===== config.mk =====
export PLATFORM = sky130hd
export DESIGN_NAME = jogo_sequencia_param
export DESIGN_NICKNAME = d
export VERILOG_FILES = /design/src/rtl/jogo_sequencia_pkg.sv /design/src/rtl/jogo_detector_jogada.sv /design/src/rtl/jogo_sequencia_param.sv
export SDC_FILE = /design/constraint.sdc
export NUM_CORES = 1
export LEC_CHECK = 0
export ABC_CLOCK_PERIOD_IN_PS = 5000
export CAP_MARGIN = 30
export CORE_MARGIN = 10
export CORE_UTILIZATION = 47
export CTS_CLUSTER_DIAMETER = 60
export CTS_CLUSTER_SIZE = 30
export DETAILED_ROUTE_END_ITERATION = 8
export HOLD_SLACK_MARGIN = 0.08
export PLACE_DENSITY = 0.74
export SETUP_SLACK_MARGIN = 0.3
export SYNTH_ARGS = -nofsm -noshare
export SYNTH_HDL_FRONTEND = slang
export SYNTH_SLANG_ARGS = --single-unit

===== constraint.sdc =====
create_clock -name clock -period 5 [get_ports clock]
set_input_delay 1 -clock clock [delete_from_list [all_inputs] [get_ports clock]]
set_output_delay 1 -clock clock [all_outputs]
set_load 0.01 [all_outputs]

===== src/rtl/jogo_sequencia_pkg.sv =====
// Shared definitions for the sequence-memory game: state codes, LFSR constants,
// round-count and per-press time-limit helpers.
package jogo_sequencia_pkg;

    typedef enum logic [3:0] {
        INICIAL     = 4'h0,
        PREPARACAO  = 4'h1,
        NOVO_ELEM   = 4'h2,
        MOSTRA      = 4'h3,
        APAGADO     = 4'h4,
        ESPERA      = 4'h5,
        COMPARA     = 4'h6,
        PROX_JOGADA = 4'h7,
        PROX_RODADA = 4'h8,
        FIM_GANHOU  = 4'hA,
        FIM_PERDEU  = 4'hB,
        FIM_TIMEOUT = 4'hC
    } estado_t;

    // x^16 + x^14 + x^13 + x^11 + 1, shifting towards the MSB
    localparam logic [15:0] LFSR_SEED = 16'hACE1;
    localparam logic [15:0] LFSR_TAPS = 16'hB400;

    function automatic int rodadas(input logic [1:0] nivel, input int prof);
        return (int'(nivel) + 1) * prof / 4;
    endfunction

    function automatic int limite_tempo(input logic nivel_tempo, input int t_jogada);
        return nivel_tempo ? t_jogada / 2 : t_jogada;
    endfunction

endpackage


===== src/rtl/jogo_detector_jogada.sv =====
// Player press detector: rising edge of "any button", lowest-set-bit code and
// a valid flag that is low when more than one button is down.
module jogo_detector_jogada #(
    parameter int N_BOTOES = 4
) (
    input  logic                clock,
    input  logic                reset,
    input  logic [N_BOTOES-1:0] botoes,
    output logic                jogada,
    output logic [3:0]          codigo,
    output logic                valido
);

    logic anterior;

    always_ff @(posedge clock or posedge reset) begin
        if (reset) begin
            anterior <= 1'b0;
        end else begin
            anterior <= |botoes;
        end
    end

    // a held button keeps anterior high, so nothing counts until all are released
    assign jogada = (|botoes) & ~anterior;

    always_comb begin
        codigo = 4'd0;
        for (int i = N_BOTOES - 1; i >= 0; i--) begin
            if (botoes[i]) begin
                codigo = 4'(i);
            end
        end
    end

    assign valido = ((botoes & (botoes - N_BOTOES'(1))) == '0);

endmodule


===== src/rtl/jogo_sequencia_param.sv =====
// Parametrised sequence-memory game core: shows a growing sequence on the LEDs, then checks presses.
// Optional feature macro SEQ_ALEATORIA_EN selects LFSR-generated elements instead of i mod N_BOTOES.
module jogo_sequencia_param
    import jogo_sequencia_pkg::*;
#(
    parameter int N_BOTOES  = 4,
    parameter int PROF      = 16,
    parameter int T_LED     = 1000,
    parameter int T_APAGADO = 500,
    parameter int T_JOGADA  = 5000
) (
    input  logic                    clock,
    input  logic                    reset,
    input  logic                    iniciar,
    input  logic [N_BOTOES-1:0]     botoes,
    input  logic [1:0]              nivel,
    input  logic                    nivel_tempo,
    output logic [N_BOTOES-1:0]     leds,
    output logic                    vez_jogador,
    output logic                    pronto,
    output logic                    ganhou,
    output logic                    perdeu,
    output logic                    timeout,
    output logic [3:0]              db_estado,
    output logic [$clog2(PROF)-1:0] db_rodada,
    output logic [3:0]              db_jogada
);

    localparam int RW    = $clog2(PROF);
    localparam int CW    = $clog2(N_BOTOES);
    localparam int T_M1  = (T_JOGADA > T_LED) ? T_JOGADA : T_LED;
    localparam int T_MAX = (T_M1 > T_APAGADO) ? T_M1 : T_APAGADO;
    localparam int TW    = $clog2(T_MAX + 1);

    estado_t             estado;
    logic [RW-1:0]       rodada;
    logic [RW-1:0]       addr;
    logic [TW-1:0]       timer;
    logic [1:0]          nivel_reg;
    logic                nivel_tempo_reg;
    logic [N_BOTOES-1:0] leds_reg;
    logic [3:0]          jogada_reg;
    logic                jogada_valida;
    logic [CW-1:0]       mem [PROF];
    logic [CW-1:0]       novo;
    logic [RW-1:0]       ultima;
    logic [TW-1:0]       limite;
    logic                jogada;
    logic [3:0]          codigo;
    logic                valido;

    function automatic logic [N_BOTOES-1:0] um_quente(input logic [CW-1:0] c);
        return N_BOTOES'(1) << c;
    endfunction

`ifdef SEQ_ALEATORIA_EN
    logic [15:0] lfsr;

    always_ff @(posedge clock or posedge reset) begin
        if (reset) begin
            lfsr <= LFSR_SEED;
        end else begin
            lfsr <= {lfsr[14:0], ^(lfsr & LFSR_TAPS)};
        end
    end

    assign novo = CW'(32'(lfsr[7:0]) % N_BOTOES);
`else
    assign novo = CW'(32'(rodada) % N_BOTOES);
`endif

    assign ultima = RW'(rodadas(nivel_reg, PROF) - 1);
    assign limite = TW'(limite_tempo(nivel_tempo_reg, T_JOGADA));

    jogo_detector_jogada #(.N_BOTOES(N_BOTOES)) u_detector (
        .clock  (clock),
        .reset  (reset),
        .botoes (botoes),
        .jogada (jogada),
        .codigo (codigo),
        .valido (valido)
    );

    always_ff @(posedge clock) begin
        if (estado == NOVO_ELEM) begin
            mem[rodada] <= novo;
        end
    end

    always_ff @(posedge clock or posedge reset) begin
        if (reset) begin
            estado          <= INICIAL;
            rodada          <= '0;
            addr            <= '0;
            timer           <= '0;
            nivel_reg       <= '0;
            nivel_tempo_reg <= 1'b0;
            leds_reg        <= '0;
            jogada_reg      <= '0;
            jogada_valida   <= 1'b0;
        end else begin
            case (estado)
                INICIAL, FIM_GANHOU, FIM_PERDEU, FIM_TIMEOUT: begin
                    if (iniciar) begin
                        estado <= PREPARACAO;
                    end
                end
                PREPARACAO: begin
                    nivel_reg       <= nivel;
                    nivel_tempo_reg <= nivel_tempo;
                    rodada          <= '0;
                    addr            <= '0;
                    timer           <= '0;
                    leds_reg        <= '0;
                    jogada_reg      <= '0;
                    jogada_valida   <= 1'b0;
                    estado          <= NOVO_ELEM;
                end
                NOVO_ELEM: begin
                    // mem[0] is being written this cycle in round 0, so bypass it
                    addr     <= '0;
                    timer    <= '0;
                    leds_reg <= um_quente((rodada == '0) ? novo : mem[0]);
                    estado   <= MOSTRA;
                end
                MOSTRA: begin
                    if (timer == TW'(T_LED - 1)) begin
                        timer    <= '0;
                        leds_reg <= '0;
                        estado   <= APAGADO;
                    end else begin
                        timer <= timer + 1'b1;
                    end
                end
                APAGADO: begin
                    if (timer == TW'(T_APAGADO - 1)) begin
                        timer <= '0;
                        if (addr == rodada) begin
                            addr   <= '0;
                            estado <= ESPERA;
                        end else begin
                            addr     <= addr + 1'b1;
                            leds_reg <= um_quente(mem[addr + 1'b1]);
                            estado   <= MOSTRA;
                        end
                    end else begin
                        timer <= timer + 1'b1;
                    end
                end
                ESPERA: begin
                    if (jogada) begin
                        jogada_reg    <= codigo;
                        jogada_valida <= valido;
                        timer         <= '0;
                        estado        <= COMPARA;
                    end else if (timer == limite - 1'b1) begin
                        timer  <= '0;
                        estado <= FIM_TIMEOUT;
                    end else begin
                        timer <= timer + 1'b1;
                    end
                end
                COMPARA: begin
                    if (!jogada_valida || jogada_reg != 4'(mem[addr])) begin
                        estado <= FIM_PERDEU;
                    end else if (addr == rodada) begin
                        estado <= PROX_RODADA;
                    end else begin
                        estado <= PROX_JOGADA;
                    end
                end
                PROX_JOGADA: begin
                    addr   <= addr + 1'b1;
                    timer  <= '0;
                    estado <= ESPERA;
                end
                PROX_RODADA: begin
                    if (rodada == ultima) begin
                        estado <= FIM_GANHOU;
                    end else begin
                        rodada <= rodada + 1'b1;
                        estado <= NOVO_ELEM;
                    end
                end
                default: estado <= INICIAL;
            endcase
        end
    end

    // during the player's turn the LEDs echo the buttons directly
    assign leds        = (estado == ESPERA) ? botoes : leds_reg;
    assign vez_jogador = (estado == ESPERA);
    assign ganhou      = (estado == FIM_GANHOU);
    assign perdeu      = (estado == FIM_PERDEU);
    assign timeout     = (estado == FIM_TIMEOUT);
    assign pronto      = ganhou | perdeu | timeout;
    assign db_estado   = estado;
    assign db_rodada   = rodada;
    assign db_jogada   = jogada_reg;

endmodule


* Word-level counts from Yosys, hierarchy flattened
Memories as Yosys holds them, arrays and structs flattened. Index checks and enable logic that the tools add are counted.
Storage, ports and cells: bits in writable memories 32, output and inout port bits 21, memories 1, input bits 10, register bits after elaboration 38
Memory list:
- mem | words 16, bits a word 2, rd ports 3, clocked after memory_dff 0, write ports 1, RTL line jogo_sequencia_param.sv:44 | logic [CW-1:0] mem [PROF];
Operators by class: multiplexer cells 37, add/subtract/negate cells 7, bitwise operators 5, equal/unequal tests 24, shifts and indexed selects 2, reductions and logical operators 19
Operators with widths (number):
- two-way mux 13 bit | 5
- two-way mux 4 bit | 16
- one-hot mux 13 bit (4 select lines) | 1
- one-hot mux 4 bit (9 select lines) | 1
- == test 4 x 3 -> 1 bit (second input constant) | 4
- == test 4 bit (second input constant) | 4
- one-hot mux 4 bit (2 select lines) | 2
- one-hot mux 4 bit (4 select lines) | 1
- adder 13 x 1 -> 13 bit (second input constant) | 1
- == test 13 x 10 -> 1 bit (second input constant) | 1
- == test 13 bit | 1
- == test 13 x 9 -> 1 bit (second input constant) | 1
- subtractor 13 x 1 -> 13 bit (second input constant) | 1
- logical NOT 4 bit | 3
- one-hot mux 4 bit (3 select lines) | 1
- two-way mux 2 bit | 5
- inequality test 2 bit (second input constant) | 5
- adder 4 x 1 -> 4 bit (second input constant) | 2
- == test 4 x 2 -> 1 bit (second input constant) | 2
- == test 4 bit | 2
- AND reduction 4 bit | 2
- nonzero test 4 bit | 2
- OR reduction 4 bit | 2
- left shift 1 x 2 -> 4 bit (first input constant) | 2
- 20 further kinds | 27

* Longest topological paths before layout
depth in word-level cells 6, mapped depth 10

* By module
Synthesis repeated with hierarchy kept, for this count alone.
Second synthesis, totals: cells, all modules 411, area total of the unflattened synthesis 4286.6 sq um
Modules (own cells, without submodules):
- jogo_sequencia_param | area an instance 4176.5 sq um, cells each 395, times used 1
- jogo_detector_jogada | area an instance 110.1 sq um, cells each 16, times used 1

* Worst setup path after synthesis
No wires, ideal clock.
path kind register -> register, start point reg addr[1], end point reg leds_reg[1], required time 4.875 ns, stages on the path, launching flop included 9, period minus slack after synthesis 2.515 ns, data arrival time 2.391 ns, buffers on the path 1, setup slack 2.485 ns, path through dfrtp_1 > ha_1 > buf_1 > mux4_2 > nor2b_1 > a2111oi_0 > a221o_1 > nor2_1 > mux2_2
Between the ends: cells in the longest elaborated chain, start to end 6, elaborated cells between the ends (all ways) 9
Ends and longest elaborated chain:
- from (decl) | RTL line jogo_sequencia_param.sv:37 | logic [RW-1:0] addr;
- from (signal assigned) | RTL line jogo_sequencia_param.sv:142 | addr <= addr + 1'b1;
- from (signal assigned) | RTL line jogo_sequencia_param.sv:173 | addr <= addr + 1'b1;
- adder 4 x 1 -> 4 bit | RTL line jogo_sequencia_param.sv:143 | leds_reg <= um_quente(mem[addr + 1'b1]);
- memory read (16 x 2 bit)
- left shift 1 x 2 -> 4 bit | RTL line jogo_sequencia_param.sv:53 | return N_BOTOES'(1) << c;
- two-way mux 4 bit | RTL line jogo_sequencia_param.sv:138 | if (addr == rodada) begin
- two-way mux 4 bit | RTL line jogo_sequencia_param.sv:136 | if (timer == TW'(T_APAGADO - 1)) begin
- one-hot mux 4 bit (4 select lines) | RTL line jogo_sequencia_param.sv:102 | case (estado)
- to (signal assigned) | RTL line jogo_sequencia_param.sv:123 | leds_reg <= um_quente((rodada == '0) ? novo : mem[0]);
- to (signal assigned) | RTL line jogo_sequencia_param.sv:143
- to (decl) | RTL line jogo_sequencia_param.sv:41 | logic [N_BOTOES-1:0] leds_reg;
Parallel ways exist; a longest one is shown, timed or not. The select of a mux whose other input is x is not followed. A chain may end at the register's enable or synchronous reset.

* Worst setup path after layout
start point reg estado[0], in the netlist db_estado[0], end point out leds[1]
Between the ends: cells in the longest elaborated chain, start to end 2
Ends and longest elaborated chain:
- from (decl) | RTL line jogo_sequencia_param.sv:35 | estado_t estado;
- from (signal assigned) | RTL line jogo_sequencia_param.sv:92 | estado <= INICIAL;
- from (signal assigned) | RTL line jogo_sequencia_param.sv:105 | estado <= PREPARACAO;
- from (signal assigned) | RTL line jogo_sequencia_param.sv:117 | estado <= NOVO_ELEM;
- == test 4 x 3 -> 1 bit | RTL line jogo_sequencia_param.sv:191 | assign leds = (estado == ESPERA) ? botoes : leds_reg;
- two-way mux 4 bit | RTL line jogo_sequencia_param.sv:191
- to (decl) | RTL line jogo_sequencia_param.sv:18 | output logic [N_BOTOES-1:0] leds,
No other way between the ends.

==> flow_summary.json <==
{
  "outcome": "complete, no violations",
  "reg2reg_from": "db_estado[0]",
  "coreArea_sq_um": 8680,
  "grt_max_degree": 37,
  "yosys_warnings": 0,
  "clkTransAtPathRegs_ps": 70,
  "synth_ff_type": "dfrtp_1",
  "crit_path_cell_trace": "nor2b_1 -> nand3_1 -> inv_1 -> nand2_1 -> nand2_1 -> clkdlybuf4s50_1",
  "gr-total-overflow": 0,
  "p_per_area_nw_per_um2": 222,
  "finalWirelength_microns": 9610,
  "rsz0062_at_grt": "no",
  "fillerInstances": 755,
  "grt.total_usage_pct": 15.1,
  "drc": 0,
  "grt_pass1_wl_microns": 16000,
  "leakagePower_uw": 0.00163,
  "area_growth_pct": 11.9,
  "ys_ff_latch": 68,
  "die_y_microns": 114,
  "fp.dieW_microns": 114,
  "fin_area_sq_um": 4690,
  "switchingPower_uw": 224,
  "numCtsBuffers": 9,
  "cpMostUsedCell": "nand2_1",
  "placed_cell_area_sq_um": 4490,
  "synth_cells": 394,
  "via_per_inst": 5.91,
  "synth.distinct_cells": 66,
  "ys_top_cells_by_area": "edfxtp_1 (23%), dfrtp_1 (22%), mux4_2 (6.5%)",
  "reg_top3": "mem (32), timer (13)",
  "die-area_sq_um": 13100,
  "fin_ws_ps": 1240,
  "fin_tns_setup_ps": 0,
  "yosysSeqAreaShare_pct": 44.5,
  "cts_tree": "done",
  "crit_required_ps": 4000,
  "start_util_pct": 48.2,
  "dp.cells": 514,
  "setup_viol_count_final": 0,
  "grt_pass1_vias": 3112,
  "diodes": 0,
  "drv_slew": 0,
  "whs_endpoint": "leds_reg[3]",
  "drive_gt1_share_pct": 12.6,
  "ir_drop_v": 0.000173,
  "synth_area_per_cell_sq_um": 10.6,
  "post-cts-setup-buffers": 0,
  "htreeDepth": 3,
  "routabilityCongestion": 0.864,
  "min_path_cells": 1,
  "syn_area_sq_um": 4190,
  "skew_ps": 12.2,
  "final-hold-violation-count": 0,
  "min_path_type": "reg -> reg",
  "clk_latency_ps": 360,
  "rrSetupSlack_ps": 1910,
  "clock_path_buffers": 2,
  "worstMarginPinSlew_ps": 908,
  "critPathCaptureType": "output port",
  "fin_crit_ps": 3760,
  "synth-edff-count": 32,
  "clkPwrFrac_pct": 42.2,
  "hpwl_microns": 6820,
  "holdCritStartpoint": "leds_reg[3]",
  "top_register": "mem",
  "cts_root_buf": "clkbuf_8",
  "antenna_found_initial": 0,
  "netSwitchingFraction_pct": 21.5,
  "max_cap_violations": 0,
  "seq_power_share_pct": 55.9,
  "drtPass1Iterations": 4,
  "post_cts_resized": 0,
  "start_kind": "flip-flop",
  "finalCritPeriodShare_pct": 75.3,
  "intPower_uw": 817,
  "yosys.area.top_type": "edfxtp_1",
  "io_pins": 31,
  "port_buffers": 28,
  "synth_common_cells": "nor2_1 (43), dfrtp_1 (36), edfxtp_1 (32)",
  "crit_fanout": 30,
  "layout.nets": 433,
  "pre_cts_slack_ps": 1570,
  "largest_reg_flops": 32,
  "wl_per_cell_microns": 18.1,
  "synth_top_cell_area_share_pct": 23.0,
  "power_uw": 1040,
  "slowest_stage": "dfrtp_1",
  "reg2regPathDepth": 8,
  "cts_sinks": 68,
  "r2r-end": "timer[9]",
  "stdcell_count": 530,
  "cpPeakStageDelay_ps": 940,
  "row_count": 34,
  "postRouteAntennaNets": 0,
  "max_slew_margin_pct": 39.5,
  "cp.arrival_ps": 2760,
  "vias": 3130,
  "pwr-share-comb_pct": 1.9,
  "fmax_ghz": 0.266,
  "path_class": "reg -> out",
  "async_reset_ff_share_pct": 52.9,
  "cts_hold_buf": 0,
  "yosysMostFrequentCell": "nor2_1",
  "drt_iter0_drc": 212
}
[power by group through the flow]
stage                     logic [uW]  clock network (uW)  registers, uW
after detailed placement        20.2                   0            593
after CTS                       20.3                 451            581
final                           19.8                 440            582
after floorplan                 8.86                   0            593
after global routing            22.2                 471            581
after global placement          19.4                   0            593
[per-stage QoR]
stage / hold WS [ps] / util [%]
3_5_place_dp: 500 / 51.8
4_1_cts: 516 / 54.0
5_1_grt: 533 / 54.0
3_3_place_gp: 490 / 51.7
6_report: 512 / 54.0
2_1_floorplan: 479 / -
[kinds of logic (layout without fill, tap and decap cells)]
family | count (synthesis) | after routing | share of synthesized area, %
AOI/OAI and AO/OA | 67 | 67 | 10.6
xor gates and xnor gates | 23 | 23 | 4.99
adders and majority gates | 6 | 6 | 1.79
buffers and inverters | 36 | 63 | 4.72
DFF | 68 | 68 | 44.5
muxes | 39 | 39 | 14.4
other | 1 | 2 | 0.0896
and+or+nand+nor | 154 | 154 | 19.0
[worst max-delay path: cells and delay by family, from the launching register on]
kind,cells,cell delay [ps]
buffers and inverters,2,800
flip-flops,1,940
AND/OR/NAND/NOR,4,680
[metal layers]
metal | GRT usage, % | wire, microns | part of all wire (%)
met5 | 0 | 0 | 0
met4 | 6.60 | 151 | 1.6
met3 | 4.45 | 645 | 6.7
met2 | 23.2 | 4700 | 49
met1 | 19.3 | 4110 | 43
[layout make-up]
cell class / instances / area [sq um] / share of cell area (%)
clock buffers: 9 / 124 / 2.64
multi-input cells: 291 / 2130 / 45.5
clock inverters: 7 / 67.6 / 1.44
repair buffers: 33 / 314 / 6.70
flip-flops and latches: 68 / 1860 / 39.7
well taps: 108 / 135 / 2.88
inverters: 14 / 52.6 / 1.12
[worst max-delay path by stage]
stage	cells after the start	endpoint	slack (ps)	from
after floorplan	8	leds_reg[1]	2480	addr[1]
after global placement	4	leds[2]	1670	botoes[2]
after detailed placement	7	timer[9]	1570	botoes[0]
after CTS	6	leds[1]	1240	db_estado[0]
after global routing	6	leds[0]	970	db_estado[0]
final	6	leds[1]	1240	db_estado[0]
[layout by cell type, fill, tap and decap left out, types with 3 or more instances in the layout]
cell,count
nor3b_1,3
nand3_1,12
inv_1,14
buf_4,4
dfrtp_1,36
o21ai_0,20
xnor2_1,13
xor2_1,9
nor4_1,4
nor3_1,17
nand3b_1,3
edfxtp_1,32
nand2_1,30
mux4_1,3
o22ai_1,3
clkbuf_8,9
a21oi_1,15
nand2b_1,8
clkdlybuf4s50_1,28
nor2_1,43
ha_1,6
a31oi_1,4
nor4b_1,4
nor2b_1,5
and3_1,3
mux2i_1,14
mux4_2,12
mux2_2,10
and4_1,4
nand4_1,4
or3_1,4
Note: power is estimated with default switching activity, not from simulation.
